[src/rtl/inst_fetch_mod.sv]
// Instruction prefetch unit: fetches bytes over a req/ack bus into a small FIFO
// and presents the head opcode (CB-prefix aware) plus raw immediate bytes.
module inst_fetch_mod #(
  parameter int          DEPTH    = 4,
  parameter logic [15:0] RESET_PC = 16'h0000
) (
  input  logic        clock,
  input  logic        reset,
  output logic [15:0] mem_addr,
  output logic        mem_rd_req,
  input  logic        mem_rd_ack,
  input  logic [7:0]  mem_rd_data,
  output logic        inst_valid,
  output logic [8:0]  inst_opcode,
  input  logic        inst_take,
  output logic        byte_valid,
  output logic [7:0]  byte_data,
  input  logic        byte_take,
  input  logic        pc_load,
  input  logic [15:0] pc_in,
  output logic [15:0] inst_pc
);
  localparam int PW = $clog2(DEPTH);
  localparam int CW = PW + 1;
  localparam logic [PW-1:0] PTR_ONE   = {{(PW-1){1'b0}}, 1'b1};
  localparam logic [CW-1:0] CNT_TWO   = CW'(2);
  localparam logic [CW-1:0] CNT_DEPTH = CW'(DEPTH);

  typedef enum logic [1:0] {IDLE = 2'd0, REQ = 2'd1, DRAIN = 2'd2} state_t;

  state_t        state_r, state_next;
  logic [7:0]    fifo_r [DEPTH];
  logic [PW-1:0] rd_ptr_r, wr_ptr_r;
  logic [CW-1:0] count_r, count_after_pop_s;
  logic [15:0]   fetch_addr_r, head_pc_r, addr_r;
  logic          req_r;
  logic [7:0]    head_s, next_s;
  logic          head_is_cb_s, inst_valid_s, byte_valid_s, push_s, issue_s;
  logic [1:0]    pop_s;

  // Fetch FSM state register
  always_ff @(posedge clock or negedge reset) begin
    if (!reset) state_r <= IDLE;
    else        state_r <= state_next;
  end

  // Fetch FSM next-state logic; a redirect while a request is in flight
  // must still wait out the ack, hence DRAIN
  always_comb begin
    state_next = state_r;
    case (state_r)
      IDLE: begin
        if (issue_s) state_next = REQ;
        else         state_next = IDLE;
      end
      REQ: begin
        if (mem_rd_ack)   state_next = IDLE;
        else if (pc_load) state_next = DRAIN;
        else              state_next = REQ;
      end
      DRAIN: begin
        if (mem_rd_ack) state_next = IDLE;
        else            state_next = DRAIN;
      end
      default: state_next = IDLE;
    endcase
  end

  // Head decode, pop sizing and push/issue qualifiers
  always_comb begin
    head_s       = fifo_r[rd_ptr_r];
    next_s       = fifo_r[rd_ptr_r + PTR_ONE];
    head_is_cb_s = (head_s == 8'hCB);
    byte_valid_s = (count_r != '0);
    if (head_is_cb_s) inst_valid_s = (count_r >= CNT_TWO);
    else              inst_valid_s = byte_valid_s;
    if (pc_load)                          pop_s = 2'd0;
    else if (inst_take && inst_valid_s)   pop_s = head_is_cb_s ? 2'd2 : 2'd1;
    else if (byte_take && byte_valid_s)   pop_s = 2'd1;
    else                                  pop_s = 2'd0;
    count_after_pop_s = count_r - CW'(pop_s);
    push_s  = (state_r == REQ) && mem_rd_ack && !pc_load;
    issue_s = (state_r == IDLE) && !pc_load && (count_after_pop_s < CNT_DEPTH);
  end

  // FIFO storage, pointers, head/fetch addresses and the registered bus request
  always_ff @(posedge clock or negedge reset) begin
    if (!reset) begin
      for (int i = 0; i < DEPTH; i++) fifo_r[i] <= 8'h00;
      rd_ptr_r     <= '0;
      wr_ptr_r     <= '0;
      count_r      <= '0;
      fetch_addr_r <= RESET_PC;
      head_pc_r    <= RESET_PC;
      addr_r       <= RESET_PC;
      req_r        <= 1'b0;
    end else begin
      req_r <= (state_next != IDLE);
      if (issue_s) addr_r <= fetch_addr_r;
      if (pc_load) begin
        rd_ptr_r     <= '0;
        wr_ptr_r     <= '0;
        count_r      <= '0;
        fetch_addr_r <= pc_in;
        head_pc_r    <= pc_in;
      end else begin
        if (push_s) begin
          fifo_r[wr_ptr_r] <= mem_rd_data;
          wr_ptr_r         <= wr_ptr_r + PTR_ONE;
          fetch_addr_r     <= fetch_addr_r + 16'd1;
        end
        rd_ptr_r  <= rd_ptr_r + PW'(pop_s);
        count_r   <= count_r + CW'(push_s) - CW'(pop_s);
        head_pc_r <= head_pc_r + 16'(pop_s);
      end
    end
  end

  assign mem_rd_req  = req_r;
  assign mem_addr    = addr_r;
  assign inst_valid  = inst_valid_s;
  assign inst_opcode = inst_valid_s ? {head_is_cb_s, (head_is_cb_s ? next_s : head_s)} : 9'h000;
  assign byte_valid  = byte_valid_s;
  assign byte_data   = byte_valid_s ? head_s : 8'h00;
  assign inst_pc     = head_pc_r;

endmodule

[config.mk]
export PLATFORM = sky130hd
export DESIGN_NAME = inst_fetch_mod
export DESIGN_NICKNAME = d
export VERILOG_FILES = /design/src/rtl/inst_fetch_mod.sv
export SDC_FILE = /design/constraint.sdc
export NUM_CORES = 1
export LEC_CHECK = 0
export BUFFER_PORTS_ARGS = -buffer_cell sky130_fd_sc_hd__buf_2
export CAP_MARGIN = 20
export CORE_ASPECT_RATIO = 0.8
export CORE_MARGIN = 2
export CORE_UTILIZATION = 61
export CTS_CLUSTER_SIZE = 24
export DETAILED_ROUTE_END_ITERATION = 8
export HOLD_SLACK_MARGIN = 0.15
export PLACE_DENSITY = 0.93
export SETUP_SLACK_MARGIN = 0.5
export SLEW_MARGIN = 20
export SYNTH_ARGS = -nofsm -noshare
export SYNTH_HDL_FRONTEND = slang
export SYNTH_SLANG_ARGS = --single-unit
[constraint.sdc]
create_clock -name clock -period 5.7 [get_ports clock]
set_input_delay 1.14 -clock clock [delete_from_list [all_inputs] [get_ports clock]]
set_output_delay 1.14 -clock clock [all_outputs]
set_load 0.05 [all_outputs]
Word level (Yosys, flattened, before mapping)
Cells that the tools add are included.
{"block": "totals", "wordCells": 75, "register_bits": 90, "output_inout_bits": 52}
{"block": "classes", "muxes": 29, "addsub": 8, "magnitude_cmp": 6, "n_eq_ne": 3, "reduce_logical": 13, "bitwise_logic": 4}
{"op": "$mux W8", "count": 7}
{"op": "$mux W16", "count": 3}
{"op": "$bmux W8 S2", "count": 2}
{"op": "$bwmux W32", "count": 1}
{"op": "$mux W2", "count": 9}
{"op": "$add A16 B1 Y16 const B", "count": 1}
{"op": "$add A16 B2 Y16", "count": 1}
{"op": "$demux W8 S2", "count": 1}
{"op": "$ge A3 B3 Y1 const B", "count": 3}
{"op": "$mux W9", "count": 1}
{"op": "$not A2 Y3", "count": 3}
{"op": "$eq A8 B8 Y1 const B", "count": 1}
{"op": "$logic_and A1 B1 Y1", "count": 7}
{"op": "$pmux W2 S3", "count": 1}
{"op": "$sub A3 B2 Y3", "count": 2}
{"op": "$add A2 B1 Y2 const B", "count": 2}
{"op": "$reduce_bool A2 Y1", "count": 2}
{"op": "$add A3 B1 Y3", "count": 1}
{"op": "$ge A3 B2 Y1 const B", "count": 1}
{"op": "$lt A3 B1 Y1 const B", "count": 1}
{"op": "$lt A3 B3 Y1 const B", "count": 1}
{"op": "$mux W1", "count": 3}
{"op": "$mux W3", "count": 1}
{"op": "$reduce_bool A3 Y1", "count": 1}
{"op": "other kinds (7)", "count": 7}

Logic depth before layout (Yosys ltp)
Gate-level depths: netlist (run 1).
{"block": "logic_depth", "word_depth": 15, "mapped_depth": 17, "ltp_nobuf": 13}

Worst setup path before layout (run 1)
OpenSTA, ideal clock, no wires.
{"block": "synth_timing", "kind": "register -> output", "startpoint": "reg count_r[2]", "endpoint": "out inst_opcode[0]", "stages_incl_launch_ff": 7, "path_slack_ps": 1749, "arrival_time_ps": 2811, "cell_sequence": "dfrtp_1 > or2_2 > clkbuf_1 > nor2_1 > inv_1 > and2_1 > a21boi_0"}
{"block": "synth_between", "elab_chain_len": 3, "elab_cells_between_ends": 4, "classes_between": "order compare (1); mux (2); reduce/logical (1)"}
{"item": "start, declared", "line_no": "34", "text": "logic [CW-1:0] count_r, count_after_pop_s;"}
{"item": "start signal, assigned", "line_no": "113", "text": "count_r <= count_r + CW'(push_s) - CW'(pop_s);"}
{"item": "$reduce_bool A3 Y1", "line_no": "74", "text": "byte_valid_s = (count_r != '0);"}
{"item": "via byte_valid", "line_no": "16", "text": "output logic byte_valid,"}
{"item": "$mux W1", "line_no": "75", "text": "if (head_is_cb_s) inst_valid_s = (count_r >= CNT_TWO);"}
{"item": "$mux W9", "line_no": "122", "text": "assign inst_opcode = inst_valid_s ? {head_is_cb_s, (head_is_cb_s ? next_s : head_s)} : 9'h000;"}
{"item": "end, declared", "line_no": "14", "text": "output logic [8:0] inst_opcode,"}
The timed path passes the listed nets, and every way through them passes these cells.

Final worst setup path (run 1)
{"block": "layout_timing", "startpoint": "reg rd_ptr_r[0]", "endpoint": "reg addr_r[4] (netlist: mem_addr[4])"}
{"block": "layout_between", "elab_chain_len": 12, "elab_cells_between_ends": 13, "classes_between": "add/sub (1); order compare (1); eq/ne (1); mux (7); bitwise (1); reduce/logical (2)"}
{"item": "start, declared", "line_no": "33", "text": "logic [PW-1:0] rd_ptr_r, wr_ptr_r;"}
{"item": "start signal, assigned", "line_no": "112", "text": "rd_ptr_r <= rd_ptr_r + PW'(pop_s);"}
{"item": "$not A2 Y3 (not written as such) (*)", "line_no": "71", "text": "head_s = fifo_r[rd_ptr_r];"}
{"item": "$bmux W8 S2 (*)", "line_no": "71"}
{"item": "$mux W8 (not written as such) (*) (2 in series)", "line_no": "71"}
{"item": "$eq A8 B8 Y1 (*)", "line_no": "73", "text": "head_is_cb_s = (head_s == 8'hCB);"}
{"item": "$mux W1", "line_no": "75"}
{"item": "$logic_and A1 B1 Y1", "line_no": "78", "text": "else if (inst_take && inst_valid_s) pop_s = head_is_cb_s ? 2'd2 : 2'd1;"}
{"item": "$mux W2 (*)", "line_no": "78"}
{"item": "$mux W2 (*)", "line_no": "77", "text": "if (pc_load) pop_s = 2'd0;"}
{"item": "$sub A3 B2 Y3 (*)", "line_no": "81", "text": "count_after_pop_s = count_r - CW'(pop_s);"}
{"item": "$lt A3 B3 Y1 (*)", "line_no": "83", "text": "issue_s = (state_r == IDLE) && !pc_load && (count_after_pop_s < CNT_DEPTH);"}
{"item": "$logic_and A1 B1 Y1 (*)", "line_no": "83"}
{"item": "end signal, assigned", "line_no": "99", "text": "if (issue_s) addr_r <= fetch_addr_r;"}
{"item": "end, declared", "line_no": "35", "text": "logic [15:0] fetch_addr_r, head_pc_r, addr_r;"}
Mark *: on every way between the ends. The rest lies on a longest branch, timed or not. The select of a mux whose other input is x is not followed.
A chain may end at the register's enable or synchronous reset.

==> results.rst, run 1 <==
.. list-table::
   :header-rows: 1

   * - Metric
     - Value
   * - Final critical delay including setup and external delays
     - 4.400 ns
   * - TritonCTS buffer count
     - 9
   * - Post-cts repair resize count
     - 0
   * - Worst path buffer plus inverter count
     - 0
   * - Routed vias
     - 3471
   * - Cts-stage hold buffer count
     - 0
   * - Syn_nets
     - 424
   * - Adder-cell share of the synthesized area
     - 3.681%
   * - DIE AREA
     - 8645 um^2
   * - Final worst clock skew
     - 0.007001 ns
   * - Sinks on Clock Net
     - 90
   * - Pin count of the biggest net entering global routing
     - 82
   * - Root Buffer
     - sky130_fd_sc_hd__clkbuf_8
   * - Final critical-path share of the clock period
     - 77.19%
   * - Final number of hold-violating endpoints
     - 0
   * - Setup repair bufs after CTS
     - 0
   * - Final standard cell utilization of the core
     - 72.49%
   * - Die Ht
     - 83.57 um
   * - Achievable frequency
     - 227.3 MHz
   * - Fraction of final layout cells with drive strength greater than 1
     - 40.56%
   * - Worst setup SP type
     - register
   * - Via count normalized by instance count
     - 6.133
   * - I/O pins
     - 82
   * - Yosys warnings
     - 0
   * - First-pass iteration count of the detailed router
     - 4
   * - Crit path capture type
     - register
   * - Number of distinct library cell variants in the gate-level netlist after synthesis
     - 44
   * - Port Buffer Count
     - 81
   * - Clock slew seen by the registers of the worst setup and hold paths
     - 0.09 ns
   * - Most frequent cell after synthesis
     - sky130_fd_sc_hd__dfrtp_1
   * - Mapped Area
     - 4827 um^2
   * - Share of flip-flops with an asynchronous set or reset after synthesis
     - 100.0%
   * - Max Slew Vio Count
     - 0
   * - Worst Setup Path Type
     - register to register
   * - Critical path's largest stage delay
     - 0.70 ns
   * - Clock latency on the worst-skew pair
     - 0.36 ns
   * - Tightest hold margin
     - 0.5150 ns
   * - Detail Placement HPWL
     - 7819 um
   * - CTS Buffer Depth
     - 2
   * - Synth Register Bits
     - 90
   * - Clock tree from TritonCTS
     - done
   * - Worst hold-check path type
     - register to register
   * - Fraction of synthesized cell area in xor and xnor cells
     - 5.625%
   * - Area used by multi-input combinational logic
     - 2417 um^2
   * - Largest family of logic cells by synthesized area
     - multiplexers
   * - Compound-Gate Fraction of Synth Area
     - 3.836%
   * - Master of the slowest instance on the critical path
     - sky130_fd_sc_hd__mux2i_4
   * - Antenna violations before repair
     - 0
   * - Total DRC errors in the routed layout
     - 0
   * - Number of antenna repair diodes
     - 0
   * - Portion of synthesized cell area occupied by the leading cell type
     - 46.66%
   * - Standard-cell rows
     - 28
   * - Slew @ Worst Pin
     - 0.9950 ns
   * - Overall routing resource usage
     - 27.62%
   * - Worst ir drop on vdd
     - 0.0003052 V
   * - Relative slew slack
     - 33.67%
   * - Final-layout setup total negative slack
     - 0 ns
   * - First-pass GRT wire length
     - 18220 um
   * - Largest delay contributor family on the critical path
     - multiplexers
   * - Synth-to-layout area growth
     - 13.12%
   * - Maxcap violations
     - 0
   * - Arrival time worst endpoint
     - 4.66 ns
   * - Post-DRT Antenna Nets
     - 0
   * - Post-synthesis simple-gate area fraction
     - 10.50%
   * - Part of the Yosys area used for sequential elements
     - 46.66%
   * - Top cells by area in the synthesized netlist
     - sky130_fd_sc_hd__dfrtp_1 47%, sky130_fd_sc_hd__mux2_2 15%, sky130_fd_sc_hd__mux4_2 4.7%, sky130_fd_sc_hd__xnor2_1 4.4%, sky130_fd_sc_hd__mux4_1 3.3%
   * - Detailed-route wire length per cell
     - 19.48 um
   * - Grt ovf
     - 0
   * - Fraction of synthesized area in multiplexers
     - 26.44%
   * - Net count, final
     - 499
   * - Synthesized netlist cell count
     - 381
   * - Die Wd
     - 103.5 um
   * - Leakage power of the design
     - 0.002580 uW
   * - WP data required
     - 5.96 ns
   * - Post-synth EDFFs
     - 0
   * - Area of the core
     - 7532 um^2
   * - Initial core utilization
     - 64.09%
   * - Via count of the first global-routing pass
     - 3506
   * - Series of cell instances along the critical path
     - mux4_1 > nand4bb_1 > or2_1 > or3_1 > ha_1 > nor3_1 > a41oi_1 > mux2i_1 > mux2i_4 > mux2_2
   * - Routability-driven placement congestion ratio
     - 0.8488
   * - Post-synth top area cell
     - sky130_fd_sc_hd__dfrtp_1
   * - Setup repair after global routing missed its margin
     - false
   * - Fillers
     - 478
   * - Synthesized area divided by synthesized cell count
     - 12.67 um^2
   * - Leading register cell type out of synthesis
     - sky130_fd_sc_hd__dfrtp_1
   * - Number of DRC violations after detailed-routing iteration 0
     - 254
   * - Power Dens Cells
     - 493.3 nW/um^2
   * - Wire length reported by the detailed router
     - 11030 um
   * - Number of H-tree branching levels
     - 3
   * - Result of the run
     - complete, no violations
   * - Critical-path maximum fanout
     - 18
   * - Seq. cell area
     - 2252 um^2
   * - Top post-synthesis cells by count
     - 90 x sky130_fd_sc_hd__dfrtp_1, 64 x sky130_fd_sc_hd__mux2_2, 24 x sky130_fd_sc_hd__xnor2_1
   * - Final setup violation count
     - 0
[registers in the layout, indices dropped and copies added (netlist names)]
| register | count |
|---|---|
| mem_rd_req | 1 |
| count_r | 3 |
| state_r | 2 |
| mem_addr | 16 |
| wr_ptr_r | 2 |
| fetch_addr_r | 16 |
| fifo_r | 32 |
| rd_ptr_r | 2 |
| inst_pc | 16 |
[metal layers]
| layer | vias to the layer above | track usage, % | part of all wire, % |
|---|---|---|---|
| met5 | - | 0 | 0 |
| met4 | 0 | 10.65 | 3.2 |
| met3 | 37 | 6.365 | 7.3 |
| met2 | 185 | 41.47 | 47 |
| met1 | 1735 | 39.15 | 43 |
| li1 | 1514 | - | - |
[per-stage QoR]
| stage | std cells | worst slack, ns | instance area (um^2) | total power (uW) |
|---|---|---|---|---|
| 3_3_place_gp | 550 | 1.521 | 5273 | 2227 |
| 3_5_place_dp | 550 | 1.356 | 5273 | 2274 |
| 6_report | 566 | 1.300 | 5460 | 2694 |
| 4_1_cts | 566 | 1.320 | 5456 | 2695 |
| 2_1_floorplan | 381 | 1.749 | 4827 | 1985 |
| 5_1_grt | 566 | 1.011 | 5460 | 2821 |
[cells in the final DEF (no fill, tap or decap), types with 8 or more instances in the layout]
| cell | Yosys | final |
|---|---|---|
| sky130_fd_sc_hd__nand2_1 | 21 | 21 |
| sky130_fd_sc_hd__buf_2 | 2 | 80 |
| sky130_fd_sc_hd__xnor2_1 | 24 | 24 |
| sky130_fd_sc_hd__mux4_2 | 10 | 10 |
| sky130_fd_sc_hd__mux2_4 | 8 | 8 |
| sky130_fd_sc_hd__mux2_2 | 64 | 64 |
| sky130_fd_sc_hd__ha_1 | 11 | 11 |
| sky130_fd_sc_hd__inv_1 | 13 | 13 |
| sky130_fd_sc_hd__nor2_1 | 18 | 18 |
| sky130_fd_sc_hd__dfrtp_1 | 90 | 90 |
| sky130_fd_sc_hd__and3_1 | 8 | 8 |
| sky130_fd_sc_hd__nand4_1 | 10 | 10 |
| sky130_fd_sc_hd__and2_1 | 10 | 10 |
| sky130_fd_sc_hd__clkbuf_8 | 0 | 9 |
[kinds of logic (layout without fill, tap and decap cells)]
| kind of cell | Yosys count | after routing |
|---|---|---|
| DFF | 90 | 90 |
| xor gates and xnor gates | 31 | 31 |
| and+or+nand+nor | 95 | 95 |
| adders and majority gates | 13 | 13 |
| buffers and inverters | 32 | 112 |
| AOI/OAI and AO/OA | 28 | 28 |
| muxes | 92 | 92 |
[worst paths after layout]
check,endpoint,slack (ns),from,cells past startpoint
max,mem_addr[4]$_DFFE_PN0P_,1.30,rd_ptr_r[0]$_DFF_PN0_,10
min,mem_addr[6]$_DFFE_PN0P_,0.51,mem_addr[6]$_DFFE_PN0P_,1
max reg2reg,mem_addr[4]$_DFFE_PN0P_,1.30,rd_ptr_r[0]$_DFF_PN0_,10
min reg2reg,mem_addr[6]$_DFFE_PN0P_,0.51,mem_addr[6]$_DFFE_PN0P_,1
max in group asynchronous,rd_ptr_r[0]$_DFF_PN0_,4.20,reset,2
min in group asynchronous,fifo_r[14]$_DFFE_PN0P_,0.58,reset,1
[report_power, final]
group	leakage [uW]	switching [uW]	internal [uW]
Combinational	0.00136	866	464
Sequential	0.00112	149	800
Clock	0.0000965	248	167
Total	0.00258	1260	1430
[final cells by class]
| type | count | area share (%) |
|---|---|---|
| Clock buffer | 9 | 2.269 |
| Clock inverter | 7 | 1.100 |
| Inverter | 13 | 0.8937 |
| Multi-Input combinational cell | 259 | 44.27 |
| Sequential cell | 90 | 41.25 |
| Tap cell | 105 | 2.406 |
| Timing Repair Buffer | 83 | 7.814 |
Note: power is estimated with default switching activity, not from simulation.
==> run 2: changes to the inputs <==
--- a/config.mk
+++ b/config.mk
@@ -9,11 +9,11 @@
 export CAP_MARGIN = 20
 export CORE_ASPECT_RATIO = 0.8
 export CORE_MARGIN = 2
-export CORE_UTILIZATION = 61
+export CORE_UTILIZATION = 51
 export CTS_CLUSTER_SIZE = 24
 export DETAILED_ROUTE_END_ITERATION = 8
 export HOLD_SLACK_MARGIN = 0.15
-export PLACE_DENSITY = 0.93
+export PLACE_DENSITY = 0.83
 export SETUP_SLACK_MARGIN = 0.5
 export SLEW_MARGIN = 20
 export SYNTH_ARGS = -nofsm -noshare
==> constraint.sdc (replaced) <==
create_clock -name clock -period 4 [get_ports clock]
set_input_delay 0.8 -clock clock [delete_from_list [all_inputs] [get_ports clock]]
set_output_delay 0.8 -clock clock [all_outputs]
set_load 0.05 [all_outputs]
==> run 2 against run 1 <==
Effect of this change: sequential share of layout area shrank 2.9 points; global-route usage shrank 5.1 points; critical path depth grew 2; flip-flop and latch count is the same; highest routed layer unchanged; worst hold slack lost 0.00059 ns; count of clock-buffer cells in the layout is the same.
==> results.rst, run 2 (synthesis gave the netlist of run 1 again) <==
.. list-table::
   :header-rows: 1

   * - Metric
     - Value
   * - Number of DRC violations after detailed-routing iteration 0
     - 196
   * - Final-layout setup total negative slack
     - 0 ns
   * - CTS Buffer Depth
     - 2
   * - Tightest hold margin
     - 0.5144 ns
   * - Worst hold path endpoint
     - mem_addr[0]$_DFFE_PN0P_
   * - Clk pwr share
     - 18.9%
   * - Port Buffer Count
     - 81
   * - Worst hold-check path type
     - register to register
   * - Post-DRT Antenna Nets
     - 0
   * - Fillers
     - 621
   * - Clock tree from TritonCTS
     - done
   * - Max Slew Vio Count
     - 0
   * - Crit path capture type
     - register
   * - Die Ht
     - 91.02 um
   * - Pin count of the biggest net entering global routing
     - 67
   * - Final critical-path share of the clock period
     - 92.32%
   * - Slew @ Worst Pin
     - 0.8432 ns
   * - DIE AREA
     - 10260 um^2
   * - I/O pins
     - 82
   * - Final critical delay including setup and external delays
     - 3.693 ns
   * - Achievable frequency
     - 270.8 MHz
   * - TritonCTS buffer count
     - 9
   * - Power Dens Cells
     - 738.3 nW/um^2
   * - Sinks on Clock Net
     - 90
   * - Final worst clock skew
     - 0.008582 ns
   * - Total DRC errors in the routed layout
     - 0
   * - Routability-driven placement congestion ratio
     - 0.8294
   * - Most frequent cells in the layout
     - 89 x sky130_fd_sc_hd__dfrtp_1, 80 x sky130_fd_sc_hd__buf_2, 56 x sky130_fd_sc_hd__mux2_2
   * - Area of the core
     - 9115 um^2
   * - Setup slack of the worst register-to-register path
     - 0.31 ns
   * - Power dissipated by switching net loads
     - 1922 uW
   * - Net count, final
     - 519
   * - Cell depth of the worst min-delay path
     - 1
   * - Internal Power
     - 2413 uW
   * - Critical path's largest stage delay
     - 0.58 ns
   * - Routed vias
     - 3465
   * - First-pass GRT wire length
     - 18380 um
   * - Setup repair after global routing missed its margin
     - true
   * - Via count of the first global-routing pass
     - 3527
   * - Flip-flop count of the largest register after layout
     - 32
   * - Root Buffer
     - sky130_fd_sc_hd__clkbuf_16
   * - Via count normalized by instance count
     - 5.814
   * - Clock latency on the worst-skew pair
     - 0.34 ns
   * - Worst ir drop on vdd
     - 0.0004893 V
   * - Result of the run
     - complete, no violations
   * - Final number of hold-violating endpoints
     - 0
   * - WP data required
     - 4.23 ns
   * - Worst hold start
     - mem_addr[0]$_DFFE_PN0P_
   * - Relative slew slack
     - 43.78%
   * - Largest register by flop count
     - fifo_r
   * - Worst setup SP type
     - register
   * - Clock slew seen by the registers of the worst setup and hold paths
     - 0.07 ns
   * - Maxcap violations
     - 0
   * - Arrival time worst endpoint
     - 3.92 ns
   * - Series of cell instances along the critical path
     - mux4_2 > nand4b_1 > or2_4 > or3_4 > ha_4 > nor3_4 > a41oi_2 > mux2i_2 > mux2i_4 > buf_6 > clkbuf_16 > mux2_4
   * - Proportion of power drawn by flip-flops and latches
     - 31.2%
   * - Master of the slowest instance on the critical path
     - sky130_fd_sc_hd__mux4_2
   * - Area used by multi-input combinational logic
     - 2516 um^2
   * - Standard-cell rows
     - 31
   * - Grt ovf
     - 0
   * - Worst Setup Path Type
     - register to register
   * - Synth-to-layout area growth
     - 21.64%
   * - Most common library cell in the layout ignoring fill and taps
     - sky130_fd_sc_hd__dfrtp_1
   * - Critical-path maximum fanout
     - 8
   * - Number of H-tree branching levels
     - 3
   * - Proportion of power drawn by combinational gates
     - 49.9%
   * - Detail Placement HPWL
     - 7533 um
   * - Initial core utilization
     - 52.96%
   * - Overall routing resource usage
     - 22.51%
   * - Cts-stage hold buffer count
     - 0
   * - Seq. cell area
     - 2253 um^2
   * - First-pass iteration count of the detailed router
     - 5
   * - Final setup violation count
     - 0
   * - Antenna violations before repair
     - 0
   * - Critical R2R Launch
     - rd_ptr_r[0]$_DFF_PN0_
   * - Switching portion of total power
     - 44.34%
   * - Wire length reported by the detailed router
     - 11750 um
   * - Number of cell instances on the worst register-to-register path
     - 12
   * - Die Wd
     - 112.8 um
   * - Leakage power of the design
     - 0.002753 uW
   * - Number of antenna repair diodes
     - 0
   * - Worst r2r dst
     - mem_addr[2]$_DFFE_PN0P_
   * - Detailed-route wire length per cell
     - 19.71 um
   * - Fraction of final layout cells with drive strength greater than 1
     - 47.40%
## run 2: final cells by class
cell class	count	area share (%)
clock buffers	9	3.836
repair buffers	103	10.70
multi-input cells	259	42.85
clock inverters	7	0.9589
flip-flops and latches	90	38.38
well taps	115	2.450
inverters	13	0.8310
## run 2: how the worst max path moves through the flow
stage	slack [ns]	endpoint	from	cells after the start
after floorplan	0.44	mem_addr[10]$_DFFE_PN0P_	rd_ptr_r[0]$_DFF_PN0_	13
after global placement	0.15	mem_addr[12]$_DFFE_PN0P_	rd_ptr_r[0]$_DFF_PN0_	11
after detailed placement	0.002	inst_pc[14]$_DFF_PN0_	rd_ptr_r[0]$_DFF_PN0_	14
after CTS	0.46	mem_addr[8]$_DFFE_PN0P_	rd_ptr_r[0]$_DFF_PN0_	11
after global routing	0.25	mem_addr[6]$_DFFE_PN0P_	rd_ptr_r[0]$_DFF_PN0_	12
final	0.31	mem_addr[2]$_DFFE_PN0P_	rd_ptr_r[0]$_DFF_PN0_	12
## run 2: power groups by stage
stage | Clock (uW) | Combinational, uW | Sequential, uW
2_1_floorplan | 0 | 1170 | 1670
4_1_cts | 834 | 2000 | 1330
3_5_place_dp | 0 | 1930 | 1350
5_1_grt | 872 | 2260 | 1380
3_3_place_gp | 0 | 1890 | 1330
6_report | 821 | 2160 | 1350
## run 2: metal layers
layer	track usage, %	vias to the layer above	part of all wire (%)
met3	5.007	25	4.9
met4	5.691	0	2.1
met2	35.23	130	49
met1	32.16	1757	44
li1	-	1553	-
met5	0	-	0
## run 2: critical path, delay by kind of cell (launching register included)
family          cells  cell delay [ns]
simple gates        4             1.14
compound gates      1             0.15
buf+inv             2             0.29
mux                 4             1.29
flops               1             0.51
fa+ha+maj           1             0.20
## run 2: metrics by stage
step	instances	total power, uW	worst slack (ns)	utilization [%]	cell area [um^2]
after CTS	589	4165	0.4573	62.57	5703
after detailed placement	567	3277	0.002073	58.83	5363
final	596	4335	0.3073	64.42	5872
after global placement	567	3223	0.1455	58.83	5363
after floorplan	381	2836	0.4400	-	4840
after global routing	596	4514	0.2492	64.42	5872
## run 2: what timing repair did
action                                  4_1_cts  5_1_grt
gates cloned                                  0        2
setup buffers                                 6        5
endpoints found under the setup margin       45       33
pin swaps                                     2        8
gates resized for setup                       7       23
hold endpoints to repair                      0        0
